<file path="config.mk">
export PLATFORM = sky130hd
export DESIGN_NAME = cla_serial_subtractor
export DESIGN_NICKNAME = d
export VERILOG_FILES = /design/src/rtl/cla_serial_subtractor_pkg.sv /design/src/rtl/cla_serial_subtractor_cla_slice.sv /design/src/rtl/cla_serial_subtractor.sv
export SDC_FILE = /design/constraint.sdc
export NUM_CORES = 1
export LEC_CHECK = 0
export ABC_AREA = 1
export CAP_MARGIN = 20
export CORE_MARGIN = 5
export CORE_UTILIZATION = 52
export CTS_CLUSTER_SIZE = 12
export DETAILED_ROUTE_END_ITERATION = 10
export PLACE_DENSITY_LB_ADDON = 0.2
export REMOVE_ABC_BUFFERS = 1
export SETUP_SLACK_MARGIN = 0.15
export SLEW_MARGIN = 20
export SYNTH_ARGS = -nofsm -noshare
export SYNTH_HDL_FRONTEND = slang
export SYNTH_SLANG_ARGS = --single-unit
</file>
<file path="constraint.sdc">
create_clock -name clk -period 2.8 [get_ports clk]
set_input_delay 0.56 -clock clk [delete_from_list [all_inputs] [get_ports clk]]
set_output_delay 0.56 -clock clk [all_outputs]
set_load 0.05 [all_outputs]
</file>
<file path="src/rtl/cla_serial_subtractor_pkg.sv">
// Shared types, defaults and helpers for the slice-serial subtractor.
package cla_serial_subtractor_pkg;

    typedef enum logic [1:0] {
        IDLE = 2'd0,
        RUN  = 2'd1,
        DONE = 2'd2
    } state_e;

    localparam int unsigned N_DEF = 16;
    localparam int unsigned W_DEF = 4;

    // Ceiling log2, never below 1 so a single-slice index still has a bit.
    function automatic int unsigned clog2_min1(input int unsigned v);
        int unsigned r;
        r = 0;
        for (int i = 0; i < 32; i++) begin
            if ((64'd1 << i) < 64'(v)) r = i + 1;
        end
        return (r == 0) ? 1 : r;
    endfunction

endpackage

</file>
<file path="src/rtl/cla_serial_subtractor_cla_slice.sv">
// W-bit combinational carry-lookahead adder slice.
module cla_slice
    import cla_serial_subtractor_pkg::*;
#(
    parameter int unsigned W = W_DEF
) (
    input  logic [W-1:0] x,
    input  logic [W-1:0] y,
    input  logic         cin,
    output logic [W-1:0] s,
    output logic         cout
);

    logic [W-1:0] g;
    logic [W-1:0] p;
    logic [W:0]   carry;
    logic         prod;

    assign g = x & y;
    assign p = x ^ y;

    // Each carry is a flat sum-of-products of generates, propagates and cin.
    always_comb begin
        carry    = '0;
        prod     = 1'b0;
        carry[0] = cin;
        for (int i = 0; i < int'(W); i++) begin
            for (int j = -1; j <= i; j++) begin
                prod = (j < 0) ? cin : g[j];
                for (int m = j + 1; m <= i; m++) begin
                    prod = prod & p[m];
                end
                carry[i+1] = carry[i+1] | prod;
            end
        end
    end

    assign s    = p ^ carry[W-1:0];
    assign cout = carry[W];

endmodule

</file>
<file path="src/rtl/cla_serial_subtractor.sv">
// Multi-cycle A - B using one W-bit CLA slice per clock.
module cla_serial_subtractor
    import cla_serial_subtractor_pkg::*;
#(
    parameter int unsigned N = N_DEF,
    parameter int unsigned W = W_DEF
) (
    input  logic         clk,
    input  logic         rst_n,
    input  logic         start,
    input  logic [N-1:0] a,
    input  logic [N-1:0] b,
    output logic         busy,
    output logic         done,
    output logic [N-1:0] d,
    output logic         borrow,
    output logic         ovf
);

    localparam int unsigned NS = N / W;
    localparam int unsigned KW = clog2_min1(NS);

    state_e         state_q, state_d;
    logic [N-1:0]   op_a_q, op_a_d;
    logic [N-1:0]   op_nb_q, op_nb_d;
    logic [N-1:0]   shadow_q, shadow_d;
    logic [KW-1:0]  k_q, k_d;
    logic           c_q, c_d;
    logic [N-1:0]   d_q, d_d;
    logic           borrow_q, borrow_d;
    logic           ovf_q, ovf_d;
    logic           busy_q, busy_d;
    logic           done_q, done_d;

    logic [W-1:0]   x_slice;
    logic [W-1:0]   y_slice;
    logic [W-1:0]   sum;
    logic           cout;

    assign x_slice = W'(op_a_q >> (W * k_q));
    assign y_slice = W'(op_nb_q >> (W * k_q));

    cla_slice #(.W(W)) u_slice (
        .x    (x_slice),
        .y    (y_slice),
        .cin  (c_q),
        .s    (sum),
        .cout (cout)
    );

    // Next-state, operand latching, slice accumulation and final flag capture.
    always_comb begin
        state_d  = state_q;
        op_a_d   = op_a_q;
        op_nb_d  = op_nb_q;
        shadow_d = shadow_q;
        k_d      = k_q;
        c_d      = c_q;
        d_d      = d_q;
        borrow_d = borrow_q;
        ovf_d    = ovf_q;

        case (state_q)
            IDLE, DONE: begin
                if (start) begin
                    state_d = RUN;
                    op_a_d  = a;
                    op_nb_d = ~b;
                    c_d     = 1'b1;
                    k_d     = '0;
                end else begin
                    state_d = IDLE;
                end
            end
            RUN: begin
                for (int i = 0; i < int'(NS); i++) begin
                    if (k_q == KW'(i)) shadow_d[i*W +: W] = sum;
                end
                c_d = cout;
                if (k_q == KW'(NS - 1)) begin
                    state_d  = DONE;
                    d_d      = shadow_d;
                    borrow_d = ~cout;
                    ovf_d    = (op_a_q[N-1] != ~op_nb_q[N-1]) &&
                               (shadow_d[N-1] != op_a_q[N-1]);
                end else begin
                    k_d = k_q + KW'(1);
                end
            end
            default: state_d = IDLE;
        endcase

        busy_d = (state_d == RUN);
        done_d = (state_d == DONE);
    end

    // All state and outputs registered; reset discards any partial result.
    always_ff @(posedge clk or negedge rst_n) begin
        if (!rst_n) begin
            state_q  <= IDLE;
            op_a_q   <= '0;
            op_nb_q  <= '0;
            shadow_q <= '0;
            k_q      <= '0;
            c_q      <= 1'b0;
            d_q      <= '0;
            borrow_q <= 1'b0;
            ovf_q    <= 1'b0;
            busy_q   <= 1'b0;
            done_q   <= 1'b0;
        end else begin
            state_q  <= state_d;
            op_a_q   <= op_a_d;
            op_nb_q  <= op_nb_d;
            shadow_q <= shadow_d;
            k_q      <= k_d;
            c_q      <= c_d;
            d_q      <= d_d;
            borrow_q <= borrow_d;
            ovf_q    <= ovf_d;
            busy_q   <= busy_d;
            done_q   <= done_d;
        end
    end

    assign busy   = busy_q;
    assign done   = done_q;
    assign d      = d_q;
    assign borrow = borrow_q;
    assign ovf    = ovf_q;

endmodule

</file>
==> results.sh <==
export IMPL_path_clk_slew_ps=70
export IMPL_layout_area_overhead_vs_synth_pct=26.7
export IMPL_layout_min_cycle_time_ps=2390
export IMPL_rsz_0062_raised_after_global_routing="yes"
export IMPL_clk_insertion_delay_late_ps=330
export IMPL_wire_length_of_the_first_global_routing_pass_um=11100
export IMPL_total_via_count_in_the_routed_design=2608
export IMPL_chipWidth_um=87.8
export IMPL_drt_total_wl_um=6600
export IMPL_fin_worst_skew_ps=9.82
export IMPL_hold_class="in2async"
export IMPL_dpl_cell_count=490
export IMPL_post_synth_num_cell_types=20
export IMPL_final_max_slew_viol_count=0
export IMPL_portBuffers=54
export IMPL_cts_hold_buffers=0
export IMPL_row_count=28
export IMPL_power_density_nw_per_um2=1430
export IMPL_critical_path_startpoint_type="register"
export IMPL_fin_hold_ws_ps=290
export IMPL_dpl_hpwl_um=4650
export IMPL_grt_overflow_total=0
export IMPL_fillerInstances=493
export IMPL_post_route_cells_drive_above_1_share_pct=7.21
export IMPL_num_antenna_cells=0
export IMPL_avgRoutedWirePerCell_um=13.1
export IMPL_start_util_pct=53.2
export IMPL_cts_max_level=3
export IMPL_ys_warn_count=0
export IMPL_ir_worst_vdd_mv=0.869
export IMPL_critical_path_arrival_ps=2620
export IMPL_summed_negative_setup_slack_over_all_endpoints_ps=0
export IMPL_die_y_um=87.8
export IMPL_syn_mean_instance_area_um2=8.49
export IMPL_post_cts_repair_setup_buffers=0
export IMPL_result_of_the_run="complete, no violations"
export IMPL_worst_slew_pin_transition_ps=755
export IMPL_post_route_drc_count=0
export IMPL_clock_tree_root_cell="sky130_fd_sc_hd__clkbuf_8"
export IMPL_design_die_area_um2=7710
export IMPL_path_class="reg2reg"
export IMPL_finish_instance_area_um2=3990
export IMPL_ios=55
export IMPL_post_synth_inst_count=371
export IMPL_netlist_area_um2=3150
export IMPL_final_antenna_net_count=0
export IMPL_ys_seq_elements=70
export IMPL_grt_pass1_vias=2415
export IMPL_max_slew_margin_rel_pct=49.7
export IMPL_clock_tree_buffer_depth=2
export IMPL_place_area_um2=3760
export IMPL_p_leak_nw=1.92
export IMPL_clock_sinks=70
export IMPL_final_cells=505
export IMPL_globalplace_congestion=0.829
export IMPL_core_region_area_um2=5920
export IMPL_fin_nets=471
export IMPL_tritoncts_clock_tree="done"
export IMPL_crit_path_max_fanout=14
export IMPL_setup_viol=0
export IMPL_proportion_of_synthesized_chip_area_in_sequential_cells_pct=55.6
export IMPL_first_pass_iters=5
export IMPL_vias_per_cell=5.16
export IMPL_final_hold_viol_count=0
export IMPL_grt_usage_pct=18.3
export IMPL_clock_fmax_mhz=418
export IMPL_cts_buffers_inserted=9
export IMPL_initialDrtViolationCount=132
export IMPL_final_min_period_over_clock_period_pct=85.4
export IMPL_worst_ep_required_time_ps=3020
export IMPL_antenna_found_initial=0
export IMPL_maxCapViolations=0
export IMPL_grt_start_max_net_pins=52
export IMPL_capturing_element_type_of_the_critical_path="register"
==> timing repair <==
action	4_1_cts	5_1_grt
hold endpoints to repair	0	0
gates resized for setup	0	1
endpoints found under the setup margin	0	6
==> flip-flops by register name (all words and copies together), names as in the netlist <==
register / flops
d: 16
borrow: 1
op_a_q: 16
shadow_q: 13
op_nb_q: 16
c_q: 1
busy: 1
state_q: 2
ovf: 1
done: 1
k_q: 2
==> path summary, 6_finish.rpt <==
check	start	endpoint	slack, ps	depth (start not counted)
worst max-delay path	k_q[0]	shadow_q[7]	410	13
worst min-delay path	rst_n	d[5]	290	1
worst max register to register	k_q[0]	shadow_q[7]	410	13
worst min register to register	d[12]	d[12]	470	2
max in group asynchronous	rst_n	k_q[0]	1840	2
min in group clk	d[12]	d[12]	470	2
==> critical path, cell delays in order (launching register included) <==
cell	delay [ps]
sky130_fd_sc_hd__dfrtp_1	460
sky130_fd_sc_hd__buf_4	230
sky130_fd_sc_hd__o21ai_0	100
sky130_fd_sc_hd__o22ai_1	260
sky130_fd_sc_hd__ha_1	290
sky130_fd_sc_hd__ha_1	200
sky130_fd_sc_hd__nand2_1	60
sky130_fd_sc_hd__nand3_1	130
sky130_fd_sc_hd__nand2_1	110
sky130_fd_sc_hd__nand3_1	110
sky130_fd_sc_hd__nand2_1	130
sky130_fd_sc_hd__nand2_1	80
sky130_fd_sc_hd__nand3_1	80
sky130_fd_sc_hd__nand2_1	60
==> cells by family after synthesis <==
logic type / after synthesis / share of synthesized area [%]
flops: 70 / 55.6
xor+xnor: 1 / 0.278
buf+inv: 32 / 4.25
simple gates: 189 / 24.3
compound gates: 69 / 11.3
fa+ha+maj: 10 / 4.21
==> where the power goes <==
| part | total, mW | switching (mW) | internal (mW) |
|---|---|---|---|
| Sequential | 1.77 | 0.281 | 1.49 |
| Combinational | 3.02 | 1.95 | 1.08 |
| Clock | 0.902 | 0.356 | 0.546 |
| Total | 5.70 | 2.58 | 3.11 |
==> placed cells by master, fill, tap and decap left out <==
master	Yosys	routed
sky130_fd_sc_hd__a21oi_1	1	1
sky130_fd_sc_hd__buf_12	0	1
sky130_fd_sc_hd__buf_2	5	1
sky130_fd_sc_hd__buf_4	0	4
sky130_fd_sc_hd__bufinv_16	0	2
sky130_fd_sc_hd__clkbuf_1	9	1
sky130_fd_sc_hd__clkbuf_8	0	11
sky130_fd_sc_hd__clkdlybuf4s50_1	0	53
sky130_fd_sc_hd__clkinv_1	2	2
sky130_fd_sc_hd__clkinvlp_4	0	1
sky130_fd_sc_hd__dfrtp_1	70	70
sky130_fd_sc_hd__fa_1	1	1
sky130_fd_sc_hd__ha_1	9	9
sky130_fd_sc_hd__inv_1	12	12
sky130_fd_sc_hd__inv_2	3	3
sky130_fd_sc_hd__nand2_1	144	144
sky130_fd_sc_hd__nand3_1	19	19
sky130_fd_sc_hd__nand4_1	1	1
sky130_fd_sc_hd__nor2_1	17	17
sky130_fd_sc_hd__nor2_4	2	2
sky130_fd_sc_hd__o21ai_0	60	60
sky130_fd_sc_hd__o22ai_1	8	8
sky130_fd_sc_hd__or2_1	1	1
sky130_fd_sc_hd__or2_2	5	5
sky130_fd_sc_hd__xnor2_2	0	1
==> metrics by stage <==
stage,util (%),power [mW],worst slack [ps]
after floorplan,-,3.87,392
after global placement,63.5,4.66,444
after detailed placement,63.5,4.76,361
after CTS,67.2,5.68,346
after global routing,67.4,6.21,145
final,67.4,5.70,409
==> synthesized netlist by cell type <==
master / n / share of area (%)
sky130_fd_sc_hd__o22ai_1: 8 / 1.6
sky130_fd_sc_hd__or2_2: 5 / 0.99
sky130_fd_sc_hd__clkbuf_1: 9 / 1.1
sky130_fd_sc_hd__nand3_1: 19 / 3.0
sky130_fd_sc_hd__nand2_1: 144 / 17
sky130_fd_sc_hd__a21oi_1: 1 / 0.16
sky130_fd_sc_hd__inv_2: 3 / 0.36
sky130_fd_sc_hd__xnor2_1: 1 / 0.28
sky130_fd_sc_hd__ha_1: 9 / 3.6
sky130_fd_sc_hd__nor2_1: 17 / 2.0
sky130_fd_sc_hd__or2_1: 1 / 0.20
sky130_fd_sc_hd__clkinv_1: 2 / 0.24
sky130_fd_sc_hd__fa_1: 1 / 0.64
sky130_fd_sc_hd__nand4_1: 1 / 0.20
sky130_fd_sc_hd__nor2_4: 2 / 0.72
sky130_fd_sc_hd__inv_1: 12 / 1.4
sky130_fd_sc_hd__buf_2: 5 / 0.79
sky130_fd_sc_hd__o21ai_0: 60 / 9.5
sky130_fd_sc_hd__dfrtp_1: 70 / 56
sky130_fd_sc_hd__buf_6: 1 / 0.36
==> layout make-up <==
type                    instances  area (um2)  share of cell area, %
flip-flops and latches         70        1750                   43.9
inverters                      17        63.8                   1.60
clock buffers                  12         155                   3.89
well taps                      75        93.8                   2.35
clock inverters                 3        67.6                   1.69
repair buffers                 59         586                   14.7
multi-input cells             269        1270                   31.8
==> routing by layer <==
layer | vias to the layer above | routed length [um] | track usage [%]
met5 | - | 0 | 0
met4 | 0 | 44 | 5.86
met3 | 5 | 398 | 3.48
met2 | 81 | 3150 | 30.8
met1 | 1211 | 3010 | 23.8
li1 | 1311 | - | -
(Power assumes the default switching activity.)
==> RTL edit: new RTL, config.mk and constraints unchanged <==
Reset style: synchronous (`rst_n`), changed in one clocked block.
--- a/src/rtl/cla_serial_subtractor.sv
+++ b/src/rtl/cla_serial_subtractor.sv
@@ -95,7 +95,7 @@
     end
 
     // All state and outputs registered; reset discards any partial result.
-    always_ff @(posedge clk or negedge rst_n) begin
+    always_ff @(posedge clk) begin
         if (!rst_n) begin
             state_q  <= IDLE;
             op_a_q   <= '0;
Function: differs if rst_n is asserted again (counterexample within 4 cycles, from zero or initial values and one cycle with rst_n low); with rst_n held inactive, the same outputs for 10 cycles.
==> RTL edit against the unedited design <==
Fmax is 0.65% lower. Final cell count is 3.0% higher. Cell area fell by 4.7%. Routed wire length is 3.1% lower. Setup slack got worse by 0.016 ns. Count of clock-buffer cells in the layout unchanged. Synthesized area down 5.0%. Highest routed layer unchanged. Sequential cell count is the same.
Power is not compared: it rests on default switching activity, and its combinational part moved more than twofold at a synthesized area within 25%.
==> RTL edit: results (changes against the unedited design) <==
| Metric | Value |
|---|---|
| Critical Path AT | 2.64 ns (was 2.62 ns) |
| Vias in the first global route | 2482 (was 2415) |
| Finished Layout Cells | 520 (was 505) |
| Met2 Use GR | 30.4% (was 30.8%) |
| Total GRT Usage | 18.4% (was 18.3%) |
| Outcome | finished, final reports clean (unchanged) |
| DRT Pass-1 Iters | 5 (unchanged) |
| Initial drt markers | 124 (was 132) |
| Share of cells above drive strength 1 | 9.60% (was 7.21%) |
| Worst Path Max Fanout | 11 (was 14) |
| Worst slack, placed | 0.232 ns (was 0.361 ns) |
| Clock skew | 0.00727 ns (was 0.00982 ns) |
| Yosys cell types | 26 (was 20) |
| Max-slew headroom | 66.8% (was 49.7%) |
| Gpl congestion | 0.886 (was 0.829) |
| Routed wire length | 6.40 mm (was 6.60 mm) |
| Met1 WL | 2.91 mm (was 3.01 mm) |
| M1 GR Usage | 23.1% (was 23.8%) |
| Crit-path max cell delay | 0.42 ns (was 0.46 ns) |
| Area Overhead vs Synth | 27.1% (was 26.7%) |
| Cell area after placement | 0.00359 mm2 (was 0.00376 mm2) |
| Post-synth top cells | o21ai_0, dfxtp_1, nor2_1, nand2_1, inv_1 (was nand2_1, dfrtp_1, o21ai_0, nand3_1, nor2_1) |
| Slowest cell on crit path | dfxtp_2 (was dfrtp_1) |
| Placed Instances | 504 (was 490) |
| Async set or reset register ratio after synthesis | 0% (was 100%) |
| HP Class | reg2reg (was in2async) |
| Worst R2R Path Depth | 13 (unchanged) |
| Synth area leaders | dfxtp_1, o21ai_0, nor2_1 (was dfrtp_1, nand2_1, o21ai_0) |
| Sequential fraction of the synthesis area | 46.9% (was 55.6%) |
| Grt met3 use | 4.03% (was 3.48%) |
| Post-DP HPWL | 4.56 mm (was 4.65 mm) |
| First-pass GRT wire length | 11.1 mm (about the same) |
| WL met2 | 3.04 mm (was 3.15 mm) |
| Syn Area/Cell | 7.64 um2 (was 8.49 um2) |
| Post-layout net count | 488 (was 471) |
| WL met3 | 379 um (was 398 um) |
| Top FF cell, synth | dfxtp_1 (was dfrtp_1) |
-- RTL edit: cells by family (layout without fill, tap and decap cells) --
logic type,Yosys count,after routing,share of synthesized area [%]
fa+ha+maj,10,10,4.44
xor+xnor,2,2,0.586
buf+inv,50,107,6.95
compound gates,114,114,20.7
flops,70,70,46.9
simple gates,145,145,20.4
-- RTL edit: final timing paths --
path              startpoint     endpoint  slack (ns)
hold / removal           ovf          ovf        0.45
setup / recovery      k_q[0]  shadow_q[7]        0.39
setup reg to reg      k_q[0]  shadow_q[7]        0.39
hold reg to reg          ovf          ovf        0.45
-- RTL edit: final cells by class --
type | count | area share, %
multi-input cells | 271 | 36.5
repair buffers | 60 | 15.7
well taps | 72 | 2.37
flip-flops and latches | 70 | 37.0
inverters | 31 | 3.13
clock buffers | 12 | 4.08
clock inverters | 4 | 1.19
-- RTL edit: what timing repair did --
action,in CTS,in global routing
endpoints found under the setup margin,0,13
hold buffers,0,0
resized for setup,0,5
